$ cat src/rtl/riscv_pkg.sv
// riscv_pkg: shared constants and types for the fetch/decode front end.
package riscv_pkg;

  // Bubble instruction: addi x0, x0, 0
  localparam logic [31:0] NOP_INSTR = 32'h0000_0013;

  // Major opcodes seen by the decoder/controller
  localparam logic [6:0] R_TYPE = 7'b0110011;
  localparam logic [6:0] I_TYPE = 7'b0010011;
  localparam logic [6:0] LW     = 7'b0000011;
  localparam logic [6:0] SW     = 7'b0100011;
  localparam logic [6:0] BR     = 7'b1100011;
  localparam logic [6:0] U_TYPE = 7'b0110111;
  localparam logic [6:0] JAL    = 7'b1101111;
  localparam logic [6:0] JALR   = 7'b1100111;

  typedef enum logic [1:0] {
    S_IDLE,  // first cycle after reset release
    S_REQ,   // request outstanding, waiting for ack
    S_HELD,  // word parked in skid buffer while decode stalls
    S_DROP   // redirected; the outstanding ack must be swallowed
  } fetch_state_t;

  // True for the opcodes the controller implements
  function automatic logic is_known_opcode(input logic [6:0] op);
    return op inside {R_TYPE, I_TYPE, LW, SW, BR, U_TYPE, JAL, JALR};
  endfunction

endpackage

$ cat src/rtl/if_id_reg.sv
// if_id_reg: IF/ID pipeline register. A flush or a cycle with nothing to load
// leaves a NOP bubble; hold freezes the entry while hazard logic stalls decode.
module if_id_reg #(
  parameter int                    PC_WIDTH   = 32,
  parameter int                    INST_WIDTH = 32,
  parameter logic [INST_WIDTH-1:0] NOP_INSTR  = riscv_pkg::NOP_INSTR
) (
  input  logic                  clk,
  input  logic                  reset,
  input  logic                  flush,
  input  logic                  hold,
  input  logic                  load,
  input  logic [PC_WIDTH-1:0]   pc_in,
  input  logic [INST_WIDTH-1:0] instr_in,
  output logic                  valid,
  output logic [PC_WIDTH-1:0]   pc,
  output logic [INST_WIDTH-1:0] instr
);

  logic                  valid_q, valid_d;
  logic [PC_WIDTH-1:0]   pc_q, pc_d;
  logic [INST_WIDTH-1:0] instr_q, instr_d;

  // Priority: flush beats hold beats load; otherwise insert a bubble
  always_comb begin
    // NOTE: every signal gets a default first so no path leaves it unassigned (no latch).
    valid_d = 1'b0;
    pc_d    = pc_q;
    instr_d = NOP_INSTR;
    if (!flush) begin
      if (hold) begin
        valid_d = valid_q;
        instr_d = instr_q;
      end else if (load) begin
        valid_d = 1'b1;
        pc_d    = pc_in;
        instr_d = instr_in;
      end
    end
  end

  // Register with asynchronous active-low reset to an empty (NOP) slot
  always_ff @(posedge clk or negedge reset) begin
    // NOTE: sequential state uses non-blocking assignments so all flops sample together.
    if (!reset) begin
      valid_q <= 1'b0;
      pc_q    <= '0;
      instr_q <= NOP_INSTR;
    end else begin
      valid_q <= valid_d;
      pc_q    <= pc_d;
      instr_q <= instr_d;
    end
  end

  assign valid = valid_q;
  assign pc    = pc_q;
  assign instr = instr_q;

endmodule

$ cat src/rtl/fetch_if_id_stage.sv
// fetch_if_id_stage: PC, instruction-memory req/ack handshake, one-entry skid
// buffer for stalls, and the IF/ID register feeding the opcode decoder.
module fetch_if_id_stage #(
  parameter int                    PC_WIDTH   = 32,
  parameter int                    INST_WIDTH = 32,
  parameter logic [PC_WIDTH-1:0]   RESET_PC   = '0,
  parameter logic [INST_WIDTH-1:0] NOP_INSTR  = riscv_pkg::NOP_INSTR
) (
  input  logic                  clk,
  input  logic                  reset,
  input  logic                  stall,
  input  logic                  redirect,
  input  logic [PC_WIDTH-1:0]   redirect_pc,
  output logic                  imem_req,
  output logic [PC_WIDTH-1:0]   imem_addr,
  input  logic [INST_WIDTH-1:0] imem_rdata,
  input  logic                  imem_ack,
  output logic                  id_valid,
  output logic [PC_WIDTH-1:0]   id_pc,
  output logic [INST_WIDTH-1:0] id_instr,
  output logic [6:0]            id_opcode
);

  import riscv_pkg::fetch_state_t;
  import riscv_pkg::S_IDLE;
  import riscv_pkg::S_REQ;
  import riscv_pkg::S_HELD;
  import riscv_pkg::S_DROP;

  fetch_state_t          state_q, state_d;
  logic [PC_WIDTH-1:0]   pc_q, pc_d;
  logic                  req_q, req_d;
  logic [PC_WIDTH-1:0]   addr_q, addr_d;
  logic [INST_WIDTH-1:0] skid_q, skid_d;

  logic                  ifid_load;
  logic [PC_WIDTH-1:0]   ifid_pc;
  logic [INST_WIDTH-1:0] ifid_instr;
  logic [PC_WIDTH-1:0]   redir_pc;
  logic [PC_WIDTH-1:0]   pc_plus4;

  // Targets are word aligned; the low bits of redirect_pc are dropped
  assign redir_pc = redirect_pc & ~PC_WIDTH'(3);
  assign pc_plus4 = pc_q + PC_WIDTH'(4);

  // Fetch FSM state register
  always_ff @(posedge clk or negedge reset) begin
    if (!reset) state_q <= S_IDLE;
    else        state_q <= state_d;
  end

  // Fetch FSM next state: redirect always wins over stall
  always_comb begin
    state_d = state_q;
    unique case (state_q)
      S_IDLE: state_d = S_REQ;
      S_REQ: begin
        if (imem_ack) begin
          if (!redirect && stall) state_d = S_HELD;
        end else if (redirect) begin
          state_d = S_DROP;
        end
      end
      S_HELD:  if (redirect || !stall) state_d = S_REQ;
      S_DROP:  if (imem_ack) state_d = S_REQ;
      default: state_d = S_IDLE;
    endcase
  end

  // Fetch FSM outputs: PC update, next request, skid capture and IF/ID load
  always_comb begin
    pc_d       = pc_q;
    req_d      = req_q;
    addr_d     = addr_q;
    skid_d     = skid_q;
    ifid_load  = 1'b0;
    ifid_pc    = addr_q;
    ifid_instr = imem_rdata;
    unique case (state_q)
      S_IDLE: begin
        if (redirect) pc_d = redir_pc;
        req_d  = 1'b1;
        addr_d = pc_d;
      end
      S_REQ: begin
        if (imem_ack) begin
          if (redirect) begin
            pc_d   = redir_pc;
            addr_d = redir_pc;
          end else if (!stall) begin
            ifid_load = 1'b1;
            pc_d      = pc_plus4;
            addr_d    = pc_plus4;
          end else begin
            skid_d = imem_rdata;
            req_d  = 1'b0;
          end
        end else if (redirect) begin
          // Handshake is never aborted: address stays put until the ack
          pc_d = redir_pc;
        end
      end
      S_HELD: begin
        if (redirect) begin
          pc_d   = redir_pc;
          req_d  = 1'b1;
          addr_d = redir_pc;
        end else if (!stall) begin
          ifid_load  = 1'b1;
          ifid_pc    = pc_q;
          ifid_instr = skid_q;
          pc_d       = pc_plus4;
          req_d      = 1'b1;
          addr_d     = pc_plus4;
        end
      end
      S_DROP: begin
        if (redirect) pc_d = redir_pc;
        if (imem_ack) addr_d = pc_d;
      end
      default: ;
    endcase
  end

  // PC and request registers
  always_ff @(posedge clk or negedge reset) begin
    if (!reset) begin
      pc_q   <= RESET_PC;
      req_q  <= 1'b0;
      addr_q <= RESET_PC;
    end else begin
      pc_q   <= pc_d;
      req_q  <= req_d;
      addr_q <= addr_d;
    end
  end

  // Skid buffer data
  always_ff @(posedge clk) begin
    // NOTE: no reset on this data-only register; it is only read in S_HELD after being written.
    skid_q <= skid_d;
  end

  if_id_reg #(
    .PC_WIDTH  (PC_WIDTH),
    .INST_WIDTH(INST_WIDTH),
    .NOP_INSTR (NOP_INSTR)
  ) u_if_id_reg (
    .clk     (clk),
    .reset   (reset),
    .flush   (redirect),
    .hold    (stall),
    .load    (ifid_load),
    .pc_in   (ifid_pc),
    .instr_in(ifid_instr),
    .valid   (id_valid),
    .pc      (id_pc),
    .instr   (id_instr)
  );

  assign imem_req  = req_q;
  assign imem_addr = addr_q;
  assign id_opcode = id_instr[6:0];

endmodule

$ cat config.mk
export PLATFORM = sky130hd
export DESIGN_NAME = fetch_if_id_stage
export DESIGN_NICKNAME = d
export VERILOG_FILES = /design/src/rtl/riscv_pkg.sv /design/src/rtl/if_id_reg.sv /design/src/rtl/fetch_if_id_stage.sv
export SDC_FILE = /design/constraint.sdc
export NUM_CORES = 1
export LEC_CHECK = 0
export BUFFER_PORTS_ARGS = -buffer_cell sky130_fd_sc_hd__buf_2
export CORE_ASPECT_RATIO = 0.5
export CORE_MARGIN = 4
export CORE_UTILIZATION = 49
export DETAILED_ROUTE_END_ITERATION = 8
export PLACE_DENSITY = 0.81
export SETUP_SLACK_MARGIN = 0.05
export SLEW_MARGIN = 25
export SYNTH_ARGS = -nofsm -noshare
export SYNTH_HDL_FRONTEND = slang
export SYNTH_SLANG_ARGS = --single-unit
$ cat constraint.sdc
create_clock -name clk -period 4.05 [get_ports clk]
set_clock_uncertainty 0.2 [all_clocks]
set_input_delay 0.2025 -clock clk [delete_from_list [all_inputs] [get_ports clk]]
set_output_delay 0.2025 -clock clk [all_outputs]
set_load 0.05 [all_outputs]
* Word level (Yosys, flattened, before mapping)
Cells that the tools add are included.
** Word-level totals
- Bits in latches :: 0
- Word-level logic and storage cells :: 69
- ROM bits :: 0
- Memories :: 0
- RAM bits :: 0
- Output and inout bits :: 105
- Input bits :: 69
- Flip-flop bits (word level) :: 164
** Cells by class
- Equal/unequal tests :: 12
- Reduce and logical (&&, ||, !) cells :: 12
- $add $sub $neg :: 1
- Order comparisons :: 0
- Shifts and indexed selects :: 0
- Mux-type cells :: 34
- Div/mod/pow operators :: 0
- $mul :: 0
- Bitwise logic cells :: 2
** Operators by type and width (count)
- $mux 32 :: 13
- $pmux 32 s4 :: 1
- $pmux 32 s3 :: 1
- $add 32x3->32 const B :: 1
- $mux 1 :: 11
- $mux 2 :: 5
- $ne 2x2->1 const B :: 5
- $ne 3x3->1 const B :: 3
- $pmux 2 s4 :: 1
- $reduce_and 4->1 :: 2
- $reduce_and 5->1 :: 1
- $eq 2x2->1 const B :: 2
- $pmux 1 s3 :: 1
- $reduce_and 3->1 :: 1
- $reduce_bool 3->1 :: 1
- $eq 2x1->1 const B :: 1
- $logic_not 1->1 :: 2
- $logic_not 2->1 :: 1
- $ne 2x1->1 const B :: 1
- $not 1->1 :: 2
- $pmux 1 s2 :: 1
- $reduce_and 2->1 :: 1
- $reduce_or 2->1 :: 1
- $logic_and 1x1->1 :: 1
- $logic_or 1x1->1 :: 1

* Depth between registers and ports, before layout
Gate-level depths: netlist (run 1).
- Depth after elaboration :: 7
- Depth in mapped cells :: 10
- Depth with buffers taken out :: 7

* By module
A second synthesis (run 1) with hierarchy kept.
** Unflattened totals
- Cells, all modules :: 880
- Area, all modules :: 9151.3 um^2
** Modules (own cells, without submodules)
- fetch_if_id_stage :: area an instance 6503.7 um^2, sequential area each 2637.5 um^2, times used 1, cells each 667
- if_id_reg :: area an instance 2647.5 um^2, sequential area each 1630.3 um^2, times used 1, cells each 213

* Worst setup path before layout (run 1)
No wires, ideal clock.
- Kind :: reg-to-reg
- Start :: register state_q[1]
- End :: register skid_q[0] (enable)
- Buffers on the path :: 1
- Period minus slack after synthesis :: 3113 ps
- Library setup time :: 421 ps
- Data required time :: 3429 ps
- Arrival time :: 2492 ps
- Cell stages (with the launch flop) :: 6
- Slack :: 937 ps
- Path through :: dfrtp_1 inv_1 ha_1 clkbuf_1 nand2_1 nor2_1
** Between the ends
- Word-level cells in the longest chain between the ends :: 2
** Ends and longest elaborated chain
- start, declared :: RTL line fetch_if_id_stage.sv:30 : fetch_state_t state_q, state_d;
- start signal, assigned :: RTL line fetch_if_id_stage.sv:49 : else state_q <= state_d;
- $eq 2x1->1 :: RTL line fetch_if_id_stage.sv:79 : unique case (state_q)
- $reduce_and 4->1 (no source line)
- end signal, assigned :: RTL line fetch_if_id_stage.sv:141 : skid_q <= skid_d;
- end, declared :: RTL line fetch_if_id_stage.sv:34 : logic [INST_WIDTH-1:0] skid_q, skid_d;
Every way passes these cells.
A chain may end at the register's enable or synchronous reset.

* Worst setup path after layout (run 1)
- Start :: register state_q[1]
- End :: register pc_q[5]
** Between the ends
- Word-level cells in the longest chain between the ends :: 3
- Elaborated cells between the ends (all ways) :: 6
- Classes of those cells :: eq/ne (3); mux (1); reduce/logical (2)
** Ends and longest elaborated chain
- $eq 2x2->1 or $logic_not 2->1 (tied branches) :: RTL line fetch_if_id_stage.sv:79
- $reduce_or 2->1 (no source line)
- $pmux 32 s3 (*) :: RTL line fetch_if_id_stage.sv:79
- net pc_d[5] :: RTL line fetch_if_id_stage.sv:31 : logic [PC_WIDTH-1:0] pc_q, pc_d;
- end signal, assigned :: RTL line fetch_if_id_stage.sv:132 : pc_q <= pc_d;
- end, declared :: RTL line fetch_if_id_stage.sv:31
Mark *: on every way through the listed nets, which the timed path passes. The rest lies on a longest branch.

==> impl_metrics.env, run 1 <==
export IMPL_required_ns=4.16
export IMPL_clk_latency_ns=0.42
export IMPL_nets=1057
export IMPL_synth_edff_count=32
export IMPL_tns_ns=0
export IMPL_drt_total_wl_um=23700
export IMPL_cp_endpoint="pc_q[5]"
export IMPL_synthesis_nets=863
export IMPL_crit_path_start_kind="flip-flop"
export IMPL_num_vias=7150
export IMPL_worst_r2r_path_depth=7
export IMPL_grt_pass1_vias=7123
export IMPL_cp_max_fo=18
export IMPL_ys_ff_latch=164
export IMPL_p_per_area_nw_per_um2=776
export IMPL_final_max_slew_viol_count=0
export IMPL_final_cell_area_um2=10300
export IMPL_routedWlPerCell_um=19.4
export IMPL_rows=32
export IMPL_antenna_found_initial=0
export IMPL_diodes=0
export IMPL_finalHoldViolCount=0
export IMPL_period_needed_ns=2.94
export IMPL_layout_drive_gt1_share=0.244
export IMPL_clk_pin_slew_ns=0.07
export IMPL_leakagePower_uw=0.00448
export IMPL_synth_top_cell_by_area="dfrtp_1"
export IMPL_crit_type="flip-flop to flip-flop"
export IMPL_synth_most_common_cell="dfrtp_1"
export IMPL_cp_end_kind="flip-flop"
export IMPL_min_path_cells=3
export IMPL_clock_sinks=164
export IMPL_initial_utilization=0.513
export IMPL_r2r_setup_slack_ns=1.11
export IMPL_synth_flop_cell="dfrtp_1"
export IMPL_status="completed"
export IMPL_setup_viol=0
export IMPL_synth_area_leaders="dfrtp_1, edfxtp_1, mux2i_1, o21ai_0, nand2_1"
export IMPL_netlist_top_cells_count="dfrtp_1, nand2_1, mux2i_1, o21ai_0, nor2_1"
export IMPL_vias_per_cell=5.87
export IMPL_timing_rr_start="state_q[1]"
export IMPL_cap_violations=0
export IMPL_yosysUniqueCellTypes=56
export IMPL_clock_root_buffer="clkbuf_16"
export IMPL_dieHeight_um=98.9
export IMPL_power_uw=7980
export IMPL_seq_area_frac_synth=0.527
export IMPL_syn_area_um2=8090
export IMPL_yosysWarnings=0
export IMPL_cts_max_level=4
export IMPL_startpoint="state_q[1]"
export IMPL_cts_resized=0
export IMPL_ant_nets=0
export IMPL_cts_tree="yes"
export IMPL_drt_iter0_drc=980
export IMPL_clockBufferDepth=2
export IMPL_grt_overflow=0
export IMPL_hpwl_um=15000
export IMPL_rsz0062_at_grt="no"
export IMPL_r2r_end="pc_q[5]"
export IMPL_slew_headroom=0.288
export IMPL_synth_cells=790
export IMPL_synth_top_area_frac=0.399
export IMPL_placed_area_um2=9060
export IMPL_grt_start_max_net_pins=111
export IMPL_ir_worst_vdd_uv=364
export IMPL_worst_pin_slew_ns=1.06
export IMPL_core_region_area_um2=15800
export IMPL_fin_util=0.652
export IMPL_synth_async_reset_ratio=0.805
export IMPL_fp_dieW_um=190
export IMPL_fill_cells=1221
export IMPL_path_cells="inv_1 -> ha_1 -> mux2_2 -> nand2_1 -> buf_4 -> nor3_1 -> a221o_1"
export IMPL_numCtsBuffers=17
export IMPL_crit_arrival_ns=3.05
export IMPL_first_pass_iters=5
export IMPL_hp_class="primary input to flip-flop"
export IMPL_cts_setup_buffers=0
export IMPL_gp_congestion=0.880
export IMPL_syn_area_per_cell_um2=10.2
export IMPL_crit_path_top_delay_cell="nand2_1"
export IMPL_ios=174
export IMPL_drc=0
export IMPL_area_growth_synth_to_final_pct=27.1
export IMPL_port_buffers=171
export IMPL_fin_crit_sh=0.727
export IMPL_grt_pass1_wl_um=37600
export IMPL_die_area_um2=18800
export IMPL_max_stage_delay_ns=0.56
export IMPL_max_freq_ghz=0.340
export IMPL_grtUsageTotal=0.250
[power breakdown]
part	total [uW]	internal [uW]	switching (uW)
Clock	1650	952	698
Combinational	3630	1080	2550
Sequential	2710	2170	535
Total	7980	4200	3780
[how the worst min path moves through the flow]
stage	startpoint	endpoint
6_report	imem_ack	state_q[0]
2_1_floorplan	reset	imem_addr[0]
4_1_cts	imem_ack	pc_q[18]
3_5_place_dp	imem_rdata[18]	skid_q[18]
5_1_grt	imem_ack	imem_req
3_3_place_gp	imem_rdata[9]	skid_q[9]
[placed cells by master, fill, tap and decap left out, drive strengths merged, types with 20 or more instances in the layout]
| cell | Yosys | routed |
|---|---|---|
| buf | 24 | 184 |
| dfrtp | 129 | 129 |
| nand2 | 103 | 103 |
| o21ai | 82 | 82 |
| mux2i | 81 | 81 |
| dlygate4sd3 | 0 | 63 |
| nor2 | 59 | 59 |
| edfxtp | 32 | 32 |
| o22ai | 28 | 28 |
| a21oi | 24 | 24 |
| xnor2 | 20 | 20 |
| clkbuf | 49 | 20 |
[final cells by class]
| class | instances | area (um2) | share of cell area |
|---|---|---|---|
| clock buffers | 19 | 453 | 0.0440 |
| clock inverters | 13 | 145 | 0.0141 |
| inverters | 7 | 26.3 | 0.00255 |
| multi-input cells | 546 | 3520 | 0.342 |
| flip-flops and latches | 164 | 4270 | 0.415 |
| well taps | 221 | 277 | 0.0269 |
| repair buffers | 248 | 1600 | 0.156 |
[per-layer routing]
layer,vias to the layer above,GRT usage,share of wire
met1,3472,0.333,0.42
met5,-,0,0
met3,63,0.0520,0.082
li1,3235,-,-
met4,0,0.0950,0.025
met2,380,0.409,0.48
[cells by family (layout without fill, tap and decap cells)]
family / after synthesis / count (layout) / share of synthesized area
muxes: 91 / 91 / 0.114
xor gates and xnor gates: 32 / 32 / 0.0346
adders and majority gates: 4 / 4 / 0.00618
buffers and inverters: 80 / 287 / 0.0417
and+or+nand+nor: 232 / 232 / 0.131
AOI/OAI and AO/OA: 187 / 187 / 0.145
DFF: 164 / 164 / 0.527
[stage by stage]
stage               setup WS, ns  std cells  hold WS, ns
floorplan                  0.937        790       -0.293
global route                1.03       1218        0.151
CTS                         1.16       1218        0.103
detailed placement          1.16       1123        0.197
global placement            1.24       1123        0.195
finish                      1.11       1218        0.120
[registers in the layout, summed over array words and instances (netlist names)]
signal and count:
u_if_id_reg.instr 32, state_q 2, u_if_id_reg.pc 32, u_if_id_reg.valid 1, imem_addr 32, skid_q 32, imem_req 1, pc_q 32
[critical path, delay by kind of cell, from the launching register on]
kind | cells | cell delay (ns)
AOI/OAI and AO/OA | 1 | 0.26
adders and majority gates | 1 | 0.51
buffers and inverters | 2 | 0.35
DFF | 1 | 0.43
muxes | 1 | 0.46
and+or+nand+nor | 2 | 0.62
[repair_timing]
action,4_1_cts,5_1_grt
endpoints found under the setup margin,0,0
endpoints found under the hold margin,223,0
hold buffers,63,0
Power figures use the tool's default switching activity.
==> run 2: changes to the inputs <==
--- a/config.mk
+++ b/config.mk
@@ -5,12 +5,13 @@
 export SDC_FILE = /design/constraint.sdc
 export NUM_CORES = 1
 export LEC_CHECK = 0
+export ABC_AREA = 1
 export BUFFER_PORTS_ARGS = -buffer_cell sky130_fd_sc_hd__buf_2
 export CORE_ASPECT_RATIO = 0.5
 export CORE_MARGIN = 4
 export CORE_UTILIZATION = 49
 export DETAILED_ROUTE_END_ITERATION = 8
-export PLACE_DENSITY = 0.81
+export PLACE_DENSITY = 0.8
 export SETUP_SLACK_MARGIN = 0.05
 export SLEW_MARGIN = 25
 export SYNTH_ARGS = -nofsm -noshare
==> constraint.sdc (replaced) <==
create_clock -name clk -period 2.8 [get_ports clk]
set_clock_uncertainty 0.2 [all_clocks]
set_input_delay 0.14 -clock clk [delete_from_list [all_inputs] [get_ports clk]]
set_output_delay 0.14 -clock clk [all_outputs]
set_load 0.05 [all_outputs]
==> run 2 against run 1 <==
Global-route usage about the same. Non-clock buffer count up 9. Largest cell class unchanged. Via count up 19%. Final area up 5.5%. Synthesized area up 7.7%. Critical endpoint is now u_if_id_reg.instr[1]. Sequential power up 45%.
==> impl_metrics.env, run 2 <==
export IMPL_status="completed"
export IMPL_final_max_slew_viol_count=0
export IMPL_grt_pass1_wl_um=40700
export IMPL_cts_max_level=4
export IMPL_seq_area_frac_synth=0.490
export IMPL_synth_async_reset_ratio=0.805
export IMPL_slew_headroom=0.323
export IMPL_hp_class="primary input to flip-flop"
export IMPL_tns_ns=0
export IMPL_layout_commonest_cell="nand2_1"
export IMPL_fill_cells=1468
export IMPL_synth_cells=1104
export IMPL_first_pass_iters=7
export IMPL_pre_cts_ws_ns=0.515
export IMPL_placed_area_um2=9630
export IMPL_clk_pin_slew_ns=0.07
export IMPL_startpoint="state_q[0]"
export IMPL_rows=34
export IMPL_syn_area_per_cell_um2=7.89
export IMPL_area_growth_synth_to_final_pct=24.5
export IMPL_mostFrequentLayoutCells="nand2_1, nor2_1, buf_2"
export IMPL_yosysUniqueCellTypes=41
export IMPL_setup_viol=0
export IMPL_synth_top_cell_by_area="dfrtp_1"
export IMPL_syn_area_um2=8710
export IMPL_cts_setup_buffers=0
export IMPL_leakagePower_uw=0.00516
export IMPL_clock_sinks=164
export IMPL_grt_pass1_vias=8225
export IMPL_crit_type="flip-flop to flip-flop"
export IMPL_clk_latency_ns=0.43
export IMPL_nets=1385
export IMPL_grt_overflow=0
export IMPL_cp_max_fo=37
export IMPL_cts_resized=0
export IMPL_clockBufferDepth=2
export IMPL_fp_dieW_um=197
export IMPL_layout_drive_gt1_share=0.198
export IMPL_antenna_found_initial=1
export IMPL_final_cell_area_um2=10900
export IMPL_synth_top_area_frac=0.370
export IMPL_core_region_area_um2=17400
export IMPL_finalHoldViolCount=0
export IMPL_stdcell_count=1560
export IMPL_worst_pin_slew_ns=1.01
export IMPL_fin_crit_sh=0.824
export IMPL_ys_ff_latch=164
export IMPL_timing_rr_start="state_q[0]"
export IMPL_hpwl_um=16500
export IMPL_vias_per_cell=5.43
export IMPL_grtUsageTotal=0.250
export IMPL_gp_congestion=0.953
export IMPL_synthesis_nets=1177
export IMPL_p_per_area_nw_per_um2=1150
export IMPL_dieHeight_um=102
export IMPL_port_buffers=171
export IMPL_drt_total_wl_um=25400
export IMPL_routedWlPerCell_um=16.3
export IMPL_holdBufCountCts=66
export IMPL_cp_end_kind="flip-flop"
export IMPL_ios=174
export IMPL_required_ns=2.95
export IMPL_ant_nets=0
export IMPL_hold_start="stall"
export IMPL_ir_worst_vdd_uv=923
export IMPL_dpl_cell_count=1461
export IMPL_fin_ws_ns=0.494
export IMPL_cts_tree="yes"
export IMPL_rsz0062_at_grt="no"
export IMPL_num_vias=8473
export IMPL_netlist_top_cells_count="nand2_1, nor2_1, dfrtp_1"
export IMPL_synth_edff_count=32
export IMPL_grt_start_max_net_pins=67
export IMPL_clock_root_buffer="clkbuf_16"
export IMPL_crit_path_start_kind="flip-flop"
export IMPL_cap_violations=0
export IMPL_crit_arrival_ns=2.46
export IMPL_synth_flop_cell="dfrtp_1"
export IMPL_drc=0
export IMPL_die_area_um2=20100
export IMPL_yosysWarnings=0
export IMPL_initial_utilization=0.501
export IMPL_numCtsBuffers=17
export IMPL_period_needed_ns=2.31
export IMPL_drt_iter0_drc=732
export IMPL_synth_area_leaders="dfrtp_1, nand2_1, edfxtp_1, nor2_1, o21ai_0"
export IMPL_max_freq_ghz=0.434
export IMPL_synth_most_common_cell="nand2_1"
## run 2: power breakdown
group,switching (uW),internal [uW]
clock,1010,1230
combinational,4680,1660
sequential,700,3230
total,6390,6120
## run 2: through the flow
step / hold slack, ns / power (uW) / utilization
after CTS: 0.00974 / 12500 / 0.623
after global routing: 0.0433 / 13200 / 0.624
after global placement: -0.0249 / 9950 / 0.554
final: 0.0157 / 12500 / 0.624
after detailed placement: -0.0171 / 10100 / 0.554
after floorplan: -0.356 / 8590 / -
## run 2: kinds of logic (layout without fill, tap and decap cells)
logic type      after synthesis  count (layout)  share of synthesized area
flops                       164             164                      0.490
other cells                   0               1                          0
buf+inv                     134             355                     0.0770
fa+ha+maj                     4               4                    0.00574
compound gates              206             206                      0.140
xor+xnor                     15              15                     0.0168
simple gates                581             581                      0.271
## run 2: critical path, stage by stage, from the launching register on
cell,delay (ns)
dfrtp_1,0.41
inv_1,0.09
ha_2,0.28
inv_2,0.08
buf_4,0.31
nand3_2,0.15
inv_2,0.07
buf_4,0.33
o21ai_0,0.14
o21ai_0,0.10
inv_1,0.05
## run 2: per-layer routing
layer / part of all wire / track usage
met5: 0 / 0
met4: 0.016 / 0.0820
met3: 0.076 / 0.0481
met2: 0.48 / 0.422
met1: 0.43 / 0.332
## run 2: worst paths after layout
kind | cells past startpoint | slack, ns | end
setup / recovery | 10 | 0.49 | u_if_id_reg.instr[1]
hold / removal | 5 | 0.02 | imem_req
hold reg to reg | 2 | 0.28 | u_if_id_reg.instr[14]
setup reg to reg | 10 | 0.49 | u_if_id_reg.instr[1]
min in group asynchronous | 2 | 0.07 | u_if_id_reg.valid
max in group asynchronous | 3 | 1.44 | u_if_id_reg.instr[0]
## run 2: final cells by class
type,instances,area [um2],share of cell area
Timing Repair Buffer,257,1700,0.156
Multi-Input combinational cell,806,3790,0.349
Sequential cell,164,4270,0.393
Inverter,66,248,0.0228
Tap cell,234,293,0.0270
Clock inverter,14,126,0.0116
Clock buffer,18,429,0.0396
Antenna cell,1,2.50,0.000231
